[src/rtl/fifo_arb_pkg.sv]
// Shared types and the round-robin search used by the FIFO write-port arbiter.
package fifo_arb_pkg;

    localparam int unsigned MAX_REQ   = 8;
    localparam int unsigned MAX_IDX_W = 3;

    typedef enum logic {
        IDLE  = 1'b0,
        GRANT = 1'b1
    } arb_state_e;

    typedef struct packed {
        logic                 found;
        logic [MAX_IDX_W-1:0] idx;
    } rr_pick_t;

    // First asserted bit searching rr_ptr+1, rr_ptr+2, ... modulo num_req.
    function automatic rr_pick_t rr_pick(
        input logic [MAX_REQ-1:0]   valid,
        input logic [MAX_IDX_W-1:0] rr_ptr,
        input int unsigned          num_req
    );
        rr_pick_t    pick;
        int unsigned cand;
        pick = '0;
        for (int unsigned k = 0; k < MAX_REQ; k++) begin
            cand = 32'(rr_ptr) + 32'd1 + k;
            if (cand >= num_req) cand = cand - num_req;
            if ((k < num_req) && !pick.found && valid[cand[MAX_IDX_W-1:0]]) begin
                pick.found = 1'b1;
                pick.idx   = cand[MAX_IDX_W-1:0];
            end
        end
        return pick;
    endfunction

endpackage

[src/rtl/rr_priority_select.sv]
// Combinational round-robin select: rotate past the last owner, priority-encode,
// and map the winner back to an absolute requester index.
module rr_priority_select
    import fifo_arb_pkg::*;
#(
    parameter  int unsigned NUM_REQ = 4,
    localparam int unsigned IDX_W   = $clog2(NUM_REQ)
) (
    input  logic [NUM_REQ-1:0] valid_i,
    input  logic [IDX_W-1:0]   rr_ptr_i,
    output logic               found_o,
    output logic [IDX_W-1:0]   idx_o
);

    rr_pick_t pick;

    always_comb begin
        pick    = rr_pick(MAX_REQ'(valid_i), MAX_IDX_W'(rr_ptr_i), NUM_REQ);
        found_o = pick.found;
        idx_o   = IDX_W'(pick.idx);
    end

endmodule

[src/rtl/fifo_wr_arbiter.sv]
// Round-robin arbiter sharing one FIFO write port between NUM_REQ packet producers.
//
//   state | meaning
//   IDLE  | no owner; pick next requester after rr_ptr, no beat accepted
//   GRANT | grant_id owns the write port until last beat or MAX_BURST beats
module fifo_wr_arbiter
    import fifo_arb_pkg::*;
#(
    parameter  int unsigned NUM_REQ    = 4,
    parameter  int unsigned DATA_WIDTH = 16,
    parameter  int unsigned MAX_BURST  = 8,
    localparam int unsigned IDX_W      = $clog2(NUM_REQ),
    localparam int unsigned CNT_W      = (MAX_BURST > 1) ? $clog2(MAX_BURST) : 1
) (
    input  logic                                clk,
    input  logic                                rst,
    input  logic [NUM_REQ-1:0]                  req_valid,
    input  logic [NUM_REQ-1:0][DATA_WIDTH-1:0]  req_data,
    input  logic [NUM_REQ-1:0]                  req_last,
    output logic [NUM_REQ-1:0]                  req_ready,
    output logic                                fifo_wr_en,
    output logic [DATA_WIDTH-1:0]               fifo_wr_data,
    input  logic                                fifo_full,
    output logic [IDX_W-1:0]                    grant_id,
    output logic                                busy
);

    arb_state_e       state_q;
    logic [IDX_W-1:0] grant_id_q;
    logic [IDX_W-1:0] rr_ptr_q;
    logic [CNT_W-1:0] beat_cnt_q;
    logic             busy_q;

    logic             pick_found;
    logic [IDX_W-1:0] pick_idx;
    logic             release_beat;

    rr_priority_select #(
        .NUM_REQ (NUM_REQ)
    ) u_rr_sel (
        .valid_i  (req_valid),
        .rr_ptr_i (rr_ptr_q),
        .found_o  (pick_found),
        .idx_o    (pick_idx)
    );

    // Handshake is combinational so fifo_full back-pressures in the same cycle.
    always_comb begin
        req_ready    = '0;
        fifo_wr_en   = 1'b0;
        fifo_wr_data = req_data[grant_id_q];
        if (!rst && (state_q == GRANT)) begin
            req_ready[grant_id_q] = !fifo_full;
            fifo_wr_en            = req_valid[grant_id_q] && !fifo_full;
        end
        release_beat = fifo_wr_en &&
                       (req_last[grant_id_q] || (beat_cnt_q == CNT_W'(MAX_BURST - 1)));
    end

    always_ff @(posedge clk) begin
        if (rst) begin
            state_q    <= IDLE;
            grant_id_q <= '0;
            rr_ptr_q   <= IDX_W'(NUM_REQ - 1);
            beat_cnt_q <= '0;
            busy_q     <= 1'b0;
        end else begin
            case (state_q)
                IDLE: begin
                    if (pick_found) begin
                        grant_id_q <= pick_idx;
                        state_q    <= GRANT;
                        busy_q     <= 1'b1;
                    end
                end
                GRANT: begin
                    if (fifo_wr_en) begin
                        if (release_beat) begin
                            state_q    <= IDLE;
                            busy_q     <= 1'b0;
                            rr_ptr_q   <= grant_id_q;
                            beat_cnt_q <= '0;
                        end else begin
                            beat_cnt_q <= beat_cnt_q + CNT_W'(1);
                        end
                    end
                end
                default: begin
                    state_q <= IDLE;
                    busy_q  <= 1'b0;
                end
            endcase
        end
    end

    assign grant_id = grant_id_q;
    assign busy     = busy_q;

endmodule

[config.mk]
export PLATFORM = sky130hd
export DESIGN_NAME = fifo_wr_arbiter
export DESIGN_NICKNAME = d
export VERILOG_FILES = /design/src/rtl/fifo_arb_pkg.sv /design/src/rtl/rr_priority_select.sv /design/src/rtl/fifo_wr_arbiter.sv
export SDC_FILE = /design/constraint.sdc
export NUM_CORES = 1
export LEC_CHECK = 0
export CORE_MARGIN = 2
export CORE_UTILIZATION = 32
export DETAILED_ROUTE_END_ITERATION = 8
export HOLD_SLACK_MARGIN = 0.08
export PLACE_DENSITY_LB_ADDON = 0.05
export SLEW_MARGIN = 10
export SYNTH_ARGS = -nofsm -noshare
export SYNTH_HDL_FRONTEND = slang
export SYNTH_SLANG_ARGS = --single-unit
[constraint.sdc]
create_clock -name clk -period 2.9 [get_ports clk]
set_input_delay 0.58 -clock clk [delete_from_list [all_inputs] [get_ports clk]]
set_output_delay 0.58 -clock clk [all_outputs]
set_load 0.01 [all_outputs]
==> flow_summary.json <==
{
  "cts_sinks": 9,
  "fmax_mhz": 359,
  "drv_cap": 0,
  "cp_max_fo": 5,
  "top_usage_layer": "met2",
  "yosysWarnings": 0,
  "num_vias": 1317,
  "start_util": 0.342,
  "crit_path_start_kind": "primary input",
  "ant_nets": 0,
  "dr.pass1.iters": 4,
  "use_met2": 0.355,
  "antenna_found_initial": 0,
  "dp_hpwl_mm": 3.61,
  "num-fill-cells": 288,
  "synth_edf_count": 0,
  "ir_drop_mv": 0.262,
  "clkLatencyLatePin_ns": 0.27,
  "max_slew.worst_pin.slew_ns": 0.453,
  "cts_resized": 0,
  "gp_congestion": 0.812,
  "die-width_um": 64.5,
  "end_kind": "output pin",
  "maxSlewHeadroom": 0.697,
  "yosys.cell_count.top_type": "mux4_2",
  "synthFlopType": "dfxtp_1",
  "pre_cts_ws_ns": 0.0964,
  "met1_usage": 0.256,
  "synthArstFlopShare": 0,
  "p_leak_uw": 0.000895,
  "track_usage": 0.201,
  "synth_common_cells": "mux4_2, nand2_1, dfxtp_1, nor2_1, ha_1",
  "slew_violations": 0,
  "hold_viol": 0,
  "yosys.area.top_type": "mux4_2",
  "cts_hold_buf": 0,
  "placementRows": 21,
  "min_period_over_period": 0.960,
  "cp_data_required_time_ns": 2.32,
  "drc": 0,
  "cts_tree": "done",
  "finalSetupTns_ns": 0,
  "cts.root.buffer_cell": "clkbuf_4",
  "grt_overflow": 0,
  "fin_skew_ns": 0.0101,
  "min_period_ns": 2.79,
  "n_antenna_cell": 0,
  "crit_chain": "clkdlybuf4s50_1, mux4_2, nand2_1, inv_1, clkdlybuf4s50_1",
  "setup_ws_ns": 0.115,
  "synth_nets": 192,
  "synth_seq_area_share": 0.154,
  "crit_path_frequent_cell": "clkdlybuf4s50_1",
  "register_area_um2": 180,
  "grt_pass1_vias": 1338,
  "setup.worst_path.class": "in -> out",
  "setup_viol": 0,
  "wl_per_cell_um": 16.0,
  "portBuffers": 98,
  "die_area_mm2": 0.00416,
  "syn_inst": 110,
  "multi_input_area_um2": 921,
  "fp.coreArea_mm2": 0.00342,
  "viasPerCell": 5.07,
  "grt_pass1_wl_mm": 6.48,
  "syn_avg_cell_area_um2": 10.6,
  "critical_path.max_stage_delay_ns": 0.53,
  "synth_area_mm2": 0.00117,
  "nets": 297,
  "fin_area_mm2": 0.00228,
  "htree_levels": 1,
  "worst_path_max_delay_cell": "mux4_2",
  "hold_path.class": "reg -> reg",
  "clk_pin_slew_worst_paths_ns": 0.07,
  "ys_types": 37,
  "drt-total-wl_mm": 4.16,
  "status": "finished clean",
  "synth.top_cell.area_share": 0.366,
  "areaGrowthSynthToFinish_pct": 94.7,
  "path_buf_inv": 3,
  "gr-usage-met3": 0.0347,
  "cts_buffer_depth": 2,
  "ioPinCount": 99,
  "critPathTopFamily": "buffers and inverters",
  "worstPathArrival_ns": 2.21,
  "ys_seq_elements": 9,
  "grt_max_degree": 15,
  "drt_iter0_drc": 34,
  "yosys-top-cells-area": "mux4_2, dfxtp_1, ha_1",
  "die_h_um": 64.5,
  "postCtsSetupBuffers": 0,
  "postPlaceCellArea_mm2": 0.00225,
  "numCtsBuffers": 3,
  "rsz0062_at_grt": "false",
  "cellPowerDensity_mw_per_mm2": 294,
  "drive_above_1_share": 0.178
}
==> stage by stage <==
stage                     cells   util  hold slack, ns  power, uW
after floorplan             110      -           0.470        347
after global placement      256  0.659           0.453        571
after detailed placement    256  0.659           0.456        580
after CTS                   260  0.667           0.471        679
after global routing        260  0.667           0.520        712
final                       260  0.667           0.473        670
==> per-layer routing <==
metal | routed length (um) | up-vias | part of all wire
li1 | - | 632 | -
met4 | 33 | 0 | 0.0079
met2 | 2080 | 59 | 0.50
met1 | 1780 | 621 | 0.43
met5 | 0 | - | 0
met3 | 273 | 5 | 0.066
==> tightest hold or removal path: stages, from the launching register on <==
cell     delay [ns]
dfxtp_1        0.31
nand2_1        0.05
a21oi_1        0.06
==> final cells by class <==
type                    count  share of cell area
repair buffers            108               0.469
multi-input cells          87               0.404
flip-flops and latches      9              0.0791
well taps                  46              0.0253
clock buffers               3             0.00989
inverters                   6             0.00989
clock inverters             1             0.00220
==> registers in the layout, summed over array words and instances, names as in the netlist <==
signal / count
grant_id: 2
rr_ptr_q: 2
state_q: 1
beat_cnt_q: 3
busy: 1
==> power breakdown <==
part           internal [uW]  total, uW  leakage (uW)  switching (uW)
clock                   50.9       96.4     0.0000177            45.6
sequential               132        146     0.0000737            14.0
combinational            284        428      0.000804             144
total                    467        670      0.000895             203
==> cell usage in the layout (no fill, tap or decap), drive strengths merged <==
cell,synthesis,layout
dfxtp,9,9
nand3,2,2
or2b,1,1
o21a,1,1
a21o,1,1
nor2,9,9
a22oi,2,2
o31a,1,1
clkinv,0,1
clkdlybuf4s50,0,98
a31oi,2,2
o211ai,1,1
a221oi,1,1
xnor2,2,2
mux4,20,20
a2bb2oi,1,1
a211o,1,1
clkbuf,0,3
xor2,1,1
o21ai,2,2
nor3b,1,1
ha,7,7
and3,2,2
nand2,10,10
o22ai,1,1
a21oi,5,5
mux2i,5,5
inv,6,6
nor3,1,1
a32o,1,1
and2,1,1
or2,1,1
nor2b,3,3
buf,8,10
nand2b,1,1
==> logic make-up (layout without fill, tap and decap cells) <==
kind of cell / Yosys count / in the layout / synth area share
AND/OR/NAND/NOR: 32 / 32 / 0.136
multiplexers: 25 / 25 / 0.431
AO/OA/AOI/OAI: 20 / 20 / 0.123
buffers and inverters: 14 / 118 / 0.0588
flip-flops: 9 / 9 / 0.154
adder cells (fa/ha/maj): 7 / 7 / 0.0749
XOR/XNOR: 3 / 3 / 0.0225
==> path summary, 6_finish.rpt <==
| path | startpoint | to | slack (ns) | cells past startpoint |
|---|---|---|---|---|
| min | busy | busy | 0.47 | 2 |
| max reg2reg | rr_ptr_q[1] | grant_id[1] | 0.52 | 6 |
| min reg2reg | busy | busy | 0.47 | 2 |
| max | req_valid[2] | fifo_wr_en | 0.11 | 5 |
No activity file was read; power rests on OpenSTA's default activity.
